==> src/rtl/specinvert_pkg.sv <==
// Shared types and register map for the specinvert spectrum-inversion detector.
// Imported by the detector top and its cross-product multiplier.
package specinvert_pkg;

  localparam logic [7:0] REG_CTRL   = 8'h00;
  localparam logic [7:0] REG_STATUS = 8'h04;
  localparam logic [7:0] REG_THRESH = 8'h08;
  localparam logic [7:0] REG_WINDOW = 8'h0C;

  localparam int CTRL_INVERT     = 0;
  localparam int CTRL_AUTODETECT = 1;

  typedef struct packed {
    logic [15:0] q;
    logic [15:0] i;
  } sc16_t;

  typedef enum logic [1:0] {
    ST_IDLE,
    ST_PRIME,
    ST_ACCUM
  } det_state_t;

endpackage

==> src/rtl/sc16_cross_mult.sv <==
// Two-stage pipeline: register a sample pair, then form both cross products.
// The tag rides alongside so the caller can mark window-closing beats.
module sc16_cross_mult
  import specinvert_pkg::*;
#(
  parameter int TAG_W = 1
) (
  input  logic              clk,
  input  logic              rst_n,
  input  logic              i_flush,
  input  logic              i_valid,
  input  sc16_t             i_cur,
  input  sc16_t             i_prev,
  input  logic [TAG_W-1:0]  i_tag,
  output logic              o_valid,
  output logic signed [31:0] o_p_iq,
  output logic signed [31:0] o_p_qi,
  output logic [TAG_W-1:0]  o_tag
);

  sc16_t            r_cur;
  sc16_t            r_prev;
  logic             r_v;
  logic [TAG_W-1:0] r_tag;

  logic signed [31:0] w_pi;
  logic signed [31:0] w_pq;
  logic signed [31:0] w_ci;
  logic signed [31:0] w_cq;

  assign w_pi = $signed({{16{r_prev.i[15]}}, r_prev.i});
  assign w_pq = $signed({{16{r_prev.q[15]}}, r_prev.q});
  assign w_ci = $signed({{16{r_cur.i[15]}}, r_cur.i});
  assign w_cq = $signed({{16{r_cur.q[15]}}, r_cur.q});

  always_ff @(posedge clk or negedge rst_n) begin
    if (!rst_n) begin
      r_cur   <= '0;
      r_prev  <= '0;
      r_v     <= 1'b0;
      r_tag   <= '0;
      o_valid <= 1'b0;
      o_p_iq  <= '0;
      o_p_qi  <= '0;
      o_tag   <= '0;
    end else begin
      r_v     <= i_valid & ~i_flush;
      o_valid <= r_v & ~i_flush;
      if (i_valid) begin
        r_cur  <= i_cur;
        r_prev <= i_prev;
        r_tag  <= i_tag;
      end
      if (r_v) begin
        o_p_iq <= w_pi * w_cq;
        o_p_qi <= w_pq * w_ci;
        o_tag  <= r_tag;
      end
    end
  end

endmodule

==> src/rtl/specinvert_detector.sv <==
// Spectrum-inversion detector: windowed, saturating sum of I/Q cross products
// on tapped AXI-Stream beats, with a hysteresis threshold decision.
module specinvert_detector
  import specinvert_pkg::*;
#(
  parameter int ITEM_W = 32,
  parameter int ACC_W  = 48
) (
  input  logic                    ce_clk,
  input  logic                    ce_rst_n,
  input  logic [ITEM_W-1:0]       tap_tdata,
  input  logic                    tap_tvalid,
  input  logic                    tap_tready,
  input  logic                    cfg_enable,
  input  logic [31:0]             cfg_threshold,
  input  logic [31:0]             cfg_window,
  output logic                    det_valid,
  output logic                    det_inverted,
  output logic signed [ACC_W-1:0] det_metric,
  output logic                    det_busy
);

  localparam logic [ACC_W-1:0] ACC_MAX = {1'b0, {(ACC_W-1){1'b1}}};
  localparam logic [ACC_W-1:0] ACC_MIN = {1'b1, {(ACC_W-1){1'b0}}};

  det_state_t r_state;
  sc16_t      r_prev;
  logic [31:0] r_win;
  logic [31:0] r_thr;
  logic [31:0] r_cnt;

  logic        w_beat;
  logic        w_fire;
  logic        w_last;
  logic [31:0] w_cnt_nxt;
  sc16_t       w_item;

  assign w_item    = sc16_t'(tap_tdata[31:0]);
  assign w_beat    = tap_tvalid & tap_tready;
  assign w_cnt_nxt = r_cnt + 32'd1;
  assign w_last    = (w_cnt_nxt == r_win);
  assign w_fire    = w_beat & cfg_enable & (r_state == ST_ACCUM);

  always_ff @(posedge ce_clk or negedge ce_rst_n) begin
    if (!ce_rst_n) begin
      r_state <= ST_IDLE;
      r_prev  <= '0;
      r_win   <= '0;
      r_thr   <= '0;
      r_cnt   <= '0;
    end else if (!cfg_enable) begin
      r_state <= ST_IDLE;
    end else begin
      case (r_state)
        ST_IDLE: begin
          if (cfg_window != 32'd0) begin
            r_state <= ST_PRIME;
            r_win   <= cfg_window;
            r_thr   <= cfg_threshold;
          end
        end
        ST_PRIME: begin
          if (w_beat) begin
            r_prev  <= w_item;
            r_cnt   <= '0;
            r_state <= ST_ACCUM;
          end
        end
        ST_ACCUM: begin
          if (w_beat) begin
            r_prev <= w_item;
            if (w_last) begin
              // Shadow config reloads here; predecessor carries over.
              r_cnt <= '0;
              r_win <= cfg_window;
              r_thr <= cfg_threshold;
              if (cfg_window == 32'd0) r_state <= ST_IDLE;
            end else begin
              r_cnt <= w_cnt_nxt;
            end
          end
        end
        default: r_state <= ST_IDLE;
      endcase
    end
  end

  logic               w_p_v;
  logic signed [31:0] w_p_iq;
  logic signed [31:0] w_p_qi;
  logic [32:0]        w_p_tag;

  sc16_cross_mult #(
    .TAG_W (33)
  ) u_mult (
    .clk     (ce_clk),
    .rst_n   (ce_rst_n),
    .i_flush (~cfg_enable),
    .i_valid (w_fire),
    .i_cur   (w_item),
    .i_prev  (r_prev),
    .i_tag   ({w_last, r_thr}),
    .o_valid (w_p_v),
    .o_p_iq  (w_p_iq),
    .o_p_qi  (w_p_qi),
    .o_tag   (w_p_tag)
  );

  logic signed [ACC_W-1:0] r_acc;
  logic signed [ACC_W-1:0] r_fin;
  logic [31:0]             r_fin_thr;
  logic                    r_fin_v;

  logic [32:0]        w_c;
  logic [ACC_W:0]     w_sum;
  logic [ACC_W-1:0]   w_sat;

  assign w_c   = {w_p_iq[31], w_p_iq} - {w_p_qi[31], w_p_qi};
  assign w_sum = {r_acc[ACC_W-1], r_acc}
               + {{(ACC_W-32){w_c[32]}}, w_c};

  always_comb begin
    w_sat = w_sum[ACC_W-1:0];
    if (w_sum[ACC_W] != w_sum[ACC_W-1]) begin
      w_sat = w_sum[ACC_W] ? ACC_MIN : ACC_MAX;
    end
  end

  always_ff @(posedge ce_clk or negedge ce_rst_n) begin
    if (!ce_rst_n) begin
      r_acc     <= '0;
      r_fin     <= '0;
      r_fin_thr <= '0;
      r_fin_v   <= 1'b0;
    end else if (!cfg_enable) begin
      r_acc   <= '0;
      r_fin_v <= 1'b0;
    end else begin
      r_fin_v <= 1'b0;
      if (w_p_v) begin
        if (w_p_tag[32]) begin
          r_fin     <= w_sat;
          r_fin_thr <= w_p_tag[31:0];
          r_fin_v   <= 1'b1;
          r_acc     <= '0;
        end else begin
          r_acc <= w_sat;
        end
      end
    end
  end

  logic signed [ACC_W-1:0] w_thr_ext;
  assign w_thr_ext = {{(ACC_W-32){1'b0}}, r_fin_thr};

  always_ff @(posedge ce_clk or negedge ce_rst_n) begin
    if (!ce_rst_n) begin
      det_valid    <= 1'b0;
      det_inverted <= 1'b0;
      det_metric   <= '0;
    end else if (!cfg_enable) begin
      det_valid <= 1'b0;
    end else begin
      det_valid <= r_fin_v;
      if (r_fin_v) begin
        det_metric <= r_fin;
        if (r_fin > w_thr_ext) begin
          det_inverted <= 1'b0;
        end else if (r_fin < -w_thr_ext) begin
          det_inverted <= 1'b1;
        end
      end
    end
  end

  assign det_busy = (r_state != ST_IDLE) & ~det_valid;

endmodule

==> config.mk <==
export PLATFORM = sky130hd
export DESIGN_NAME = specinvert_detector
export DESIGN_NICKNAME = d
export VERILOG_FILES = /design/src/rtl/specinvert_pkg.sv /design/src/rtl/sc16_cross_mult.sv /design/src/rtl/specinvert_detector.sv
export SDC_FILE = /design/constraint.sdc
export NUM_CORES = 2
export LEC_CHECK = 0
export ABC_AREA = 1
export BUFFER_PORTS_ARGS = -buffer_cell sky130_fd_sc_hd__clkbuf_2
export CAP_MARGIN = 20
export CORE_ASPECT_RATIO = 0.8
export CORE_MARGIN = 1
export CORE_UTILIZATION = 60
export DETAILED_ROUTE_END_ITERATION = 8
export PLACE_DENSITY = 0.77
export SYNTH_ARGS = -nofsm -noshare
export SYNTH_HDL_FRONTEND = slang
export SYNTH_HIERARCHICAL = 1
export SYNTH_SLANG_ARGS = --single-unit
export TNS_END_PERCENT = 100
==> constraint.sdc <==
create_clock -name ce_clk -period 7.05 [get_ports ce_clk]
set_input_delay 0.705 -clock ce_clk [delete_from_list [all_inputs] [get_ports ce_clk]]
set_output_delay 0.705 -clock ce_clk [all_outputs]
set_load 0.1 [all_outputs]
### Word level (Yosys, flattened, before mapping)

Cells that the tools add are included.

| storage, ports and cells | value |
|---|---|
| flip-flop bits (word level) | 505 |
| bits in latches | 0 |
| bits in writable memories | 0 |
| ROM bits | 0 |
| output and inout bits | 51 |
| logic and storage cells | 97 |
| memories kept | 0 |

| operators by class | value |
|---|---|
| $add $sub $neg | 4 |
| multipliers | 2 |
| divide/modulo/power cells | 0 |
| order comparisons | 2 |
| equal/unequal tests | 14 |
| shift-type cells | 0 |
| multiplexer cells | 30 |
| bitwise logic cells | 7 |
| reduce and logical (&&, ||, !) cells | 15 |

Operators by type and width:

| cell | number |
|---|---|
| 32-bit two-way mux | 9 |
| 48-bit two-way mux | 5 |
| 32-bit one-hot mux with 2 select lines | 3 |
| 16-bit by 16-bit multiplier with 32-bit output | 2 |
| 48-bit by 33-bit adder with 49-bit output | 1 |
| 48-bit by 33-bit greater-than comparator with 1-bit output | 1 |
| 48-bit < comparator | 1 |
| 32-bit negator with 48-bit output | 1 |
| 32-bit by 32-bit subtractor with 33-bit output | 1 |
| 32-bit by 1-bit adder with 32-bit output (second input constant) | 1 |
| 32-bit equality test | 1 |
| 32-bit zero test | 1 |
| 32-bit nonzero test | 1 |
| 2-bit two-way mux | 6 |
| 3-bit != test (second input constant) | 4 |
| 5-bit AND reduction | 2 |
| 3-bit AND reduction | 3 |
| 2-bit != test (second input constant) | 4 |
| 2-bit nonzero test | 4 |
| 1-bit AND | 6 |
| 1-bit two-way mux | 6 |
| 2-bit one-hot mux with 3 select lines | 1 |
| 4-bit AND reduction | 1 |
| 3-bit by 2-bit != test with 1-bit output (second input constant) | 1 |
| 8 further kinds | 8 |

### Longest topological paths before layout

| logic depth | value |
|---|---|
| word-level depth | 7 |
| depth in mapped cells | 29 |

### Hierarchy

The synthesis kept the hierarchy.

By module, submodules not included:

| module | times used | cells an instance | area an instance (um^2) |
|---|---|---|---|
| sc16_cross_mult | 1 | 3775 | 29034.1 |
| specinvert_detector | 1 | 3035 | 21655.8 |

### Worst setup path after synthesis

OpenSTA, ideal clock, no wires.

| path | value |
|---|---|
| path kind | reg-to-reg |
| start | register u_mult/r_cur[21] (netlist bit) |
| end | register u_mult.o_p_iq[31] |
| setup time | 117 ps |
| arrival | 5786 ps |
| slack | 1147 ps |
| stages on the path, launching flop included | 23 |
| buffers on the path | 2 |
| period minus slack after synthesis | 5903 ps |
| cells stage by stage | dfrtp_1 > clkbuf_1 > clkbuf_1 > nand2_1 > fa_1 > inv_1 > fa_1 > fa_1 > fa_1 > inv_1 > fa_1 > fa_1 > inv_1 > ha_1 > inv_1 > nor3_1 > nand2_1 > nor2_1 > nand2_1 > nand3_1 > nand2_1 > nand3_1 > nand2_1 |

| on the way | value |
|---|---|
| word-level cells in the longest chain between the ends | 1 |

RTL lines:

| element | line | RTL |
|---|---|---|
| start: declaration | sc16_cross_mult.sv:21 | `sc16_t r_cur;` |
| start signal: assignment | sc16_cross_mult.sv:50 | `r_cur <= i_cur;` |
| 16-bit by 16-bit multiplier with 32-bit output | sc16_cross_mult.sv:55 | `o_p_iq <= w_pi * w_cq;` |
| end signal: assignment | sc16_cross_mult.sv:55 |  |
| end: declaration | sc16_cross_mult.sv:16 | `output logic signed [31:0] o_p_iq,` |

Every way passes these cells.
A chain may end at the register's enable or synchronous reset.

### Final worst setup path

| path | value |
|---|---|
| start | register u_mult/r_prev[15] (netlist bit) |
| end | register u_mult.o_p_iq[28] |

| on the way | value |
|---|---|
| word-level cells in the longest chain between the ends | 1 |

RTL lines:

| element | line | RTL |
|---|---|---|
| start: declaration | sc16_cross_mult.sv:22 | `sc16_t r_prev;` |
| start signal: assignment | sc16_cross_mult.sv:51 | `r_prev <= i_prev;` |
| 16-bit by 16-bit multiplier with 32-bit output | sc16_cross_mult.sv:55 |  |

Every way passes these cells.

==> results.py <==
metrics = {
    "outcome": {
        "outcome": "completed",
    },
    "synthesis": {
        "synth_cells": 6810,
        "ys_ff_latch": 505,
        "postSynthNetCount": 7781,
        "synth.avg_cell_area_um2": 7.44,
        "yosysWarnings": 6,
        "synth_edf_count": 0,
        "yosys.cell_types.count": 49,
        "synthArstFlopShare_pct": 100,
        "syn_area_um2": 50700,
        "ys_seq_area_share_pct": 24.9,
        "synth_top_area_share_pct": 24.9,
        "synth_common_cells": "2251 x nand2_1, 1489 x inv_1, 572 x fa_1",
        "synth_top_cell_by_area": "dfrtp_1",
        "synth.most_common_cell": "nand2_1",
        "ys_top_cells_by_area": "dfrtp_1 25%, fa_1 23%, nand2_1 17%",
        "synthFlopType": "dfrtp_1",
    },
    "global_routing": {
        "grt.met3_usage_pct": 5.92,
        "grt_start_max_net_pins": 119,
        "grt-busiest-layer": "met2",
        "grt_pass1_wl_mm": 224,
        "gr-usage-met1_pct": 48.5,
        "track_usage_pct": 33.0,
        "grt_pass1_vias": 42500,
        "grt.overflow.total": 0,
        "grtUsageMet2_pct": 51.0,
        "antenna_found_initial": 5,
    },
    "clocking": {
        "htreeDepth": 2,
        "clkLatencyLatePin_ps": 670,
        "ctsResizeCount": 0,
        "cts_num_sinks": 505,
        "root_buffer": "clkbuf_16",
        "tritoncts": "yes",
        "clk_pin_slew_ps": 70,
        "cts_setup_buffers": 0,
        "numCtsBuffers": 56,
        "hold_buffers": 0,
        "cts_buffer_depth": 3,
    },
    "setup_path": {
        "crit_required_ps": 7580,
        "cp_max_fo": 17,
        "r2r_cells": 20,
        "crit_type": "flop to flop",
        "cp_data_arrival_time_ps": 6820,
        "reg2reg_from": "u_mult/r_prev[15]",
        "timing.rr.end": "u_mult/o_p_iq[28]",
        "ff2ff_setup_slack_ps": 760,
        "end_kind": "flop",
        "startpoint_type": "flop",
    },
    "timing": {
        "tightest_slew_ps": 1080,
        "rsz0062_at_grt": "no",
        "slew_violations": 0,
        "max_freq_ghz": 0.159,
        "period_needed_ps": 6290,
        "skew_ps": 38.5,
        "finalCritPeriodShare_pct": 89.2,
        "finalSetupViolCount": 0,
        "hold_viol": 0,
        "slew_headroom_pct": 28.0,
        "setup_tns_ps": 0,
    },
    "routing": {
        "vias": 43000,
        "drtIter0Drc": 3876,
        "viasPerCell": 5.40,
        "drc": 0,
        "postRouteAntennaNets": 0,
        "drt-pass1-iter-count": 6,
        "drt-total-wl_mm": 137,
        "wire_per_inst_um": 17.2,
    },
    "floorplan": {
        "core_um2": 82900,
        "io_pins": 152,
        "die_width_um": 327,
        "initial_core_util_pct": 61.1,
        "num_rows": 94,
        "die_area_um2": 85700,
        "dieHeight_um": 262,
    },
    "placement": {
        "port_buffers": 151,
        "hpwlAfterDp_mm": 109,
        "gp_congestion": 1.05,
    },
    "job": {
        "cap_violations": 0,
    },
    "final_layout": {
        "drive_gt1_share_pct": 5.38,
        "syn2layout_area_growth_pct": 6.78,
        "fin_nets": 7792,
    },
    "worst_hold_path": {
        "hold_path_class": "primary input to asynchronous set/reset pin",
    },
}
cell type report:
| type | instances | area (um^2) |
|---|---|---|
| Multi-Input combinational cell | 4553 | 31400 |
| Inverter | 1502 | 5640 |
| Timing Repair Buffer | 203 | 1220 |
| Fill cell | 7321 | 28800 |
| Antenna cell | 2 | 5.00 |
| Sequential cell | 505 | 12600 |
| Clock inverter | 16 | 235 |
| Clock buffer | 80 | 1570 |
| Tap cell | 1104 | 1380 |
layer usage:
metal | share of wire [%] | routed length, um
met3 | 8.4 | 11500
met1 | 45 | 61800
met4 | 2.1 | 2940
met5 | 0.0080 | 11
met2 | 44 | 60900
registers in the layout, summed over array words and instances (netlist names), 33 cells and up:
| name | count |
|---|---|
| det_metric | 48 |
| r_acc | 48 |
| r_fin | 48 |
| u_mult/o_tag | 33 |
| u_mult/r_tag | 33 |
cells by family after synthesis:
kind of cell    share of synthesized area [%]
simple gates                             24.6
buf+inv                                  13.1
fa+ha+maj                                29.9
flops                                    24.9
compound gates                           5.32
xor+xnor                                 1.33
mux                                     0.711
worst max-delay path by stage:
stage                                  from                 to  slack (ps)
final                     u_mult/r_prev[15]  u_mult/o_p_iq[28]         760
after global routing      u_mult/r_prev[15]  u_mult/o_p_iq[30]         360
after CTS                   u_mult/r_cur[4]  u_mult/o_p_qi[30]         780
after detailed placement    u_mult/r_cur[4]  u_mult/o_p_qi[30]         800
after global placement    u_mult/r_prev[15]  u_mult/o_p_iq[28]         920
after floorplan            u_mult/r_cur[21]  u_mult/o_p_iq[31]        1150
layout by cell type (no fill, tap or decap), types with 32 or more instances in the layout:
| master | instances |
|---|---|
| o21ai_0 | 227 |
| nor3_1 | 38 |
| dfrtp_1 | 504 |
| clkbuf_16 | 56 |
| fa_1 | 572 |
| xor2_1 | 44 |
| nand4_1 | 82 |
| nand3_1 | 291 |
| ha_1 | 298 |
| mux2_2 | 32 |
| buf_4 | 48 |
| inv_1 | 1489 |
| nand2_1 | 2250 |
| nor2_1 | 317 |
| clkbuf_2 | 150 |
| xnor2_1 | 33 |
| a21oi_1 | 169 |
worst max-delay path, stage by stage (launching register included):
cell and delay [ps]:
dfrtp_1 680, nand2_1 240, fa_1 590, inv_1 70, fa_1 930, fa_1 520, fa_1 480, fa_1 550
inv_1 60, fa_1 530, inv_1 40, ha_1 400, nand2_1 190, nor2_1 170, nand2_1 100, nor3_1 160
o21ai_1 120, nand3_1 80, nand2_1 50, nand3_1 130, nand2_1 60
metrics by stage:
stage	std cells	setup WS, ps	hold slack (ps)	utilization (%)	instance area, um^2
after floorplan	6810	1150	409	-	50700
after detailed placement	7864	805	459	63.0	52200
after global routing	7964	361	211	65.3	54100
final	7965	762	167	65.3	54100
after global placement	7864	919	454	63.0	52200
after CTS	7960	785	182	65.2	54000
Power is not shown: default switching activity piles up to over one toggle a cycle in this logic, so the estimate is an artifact.
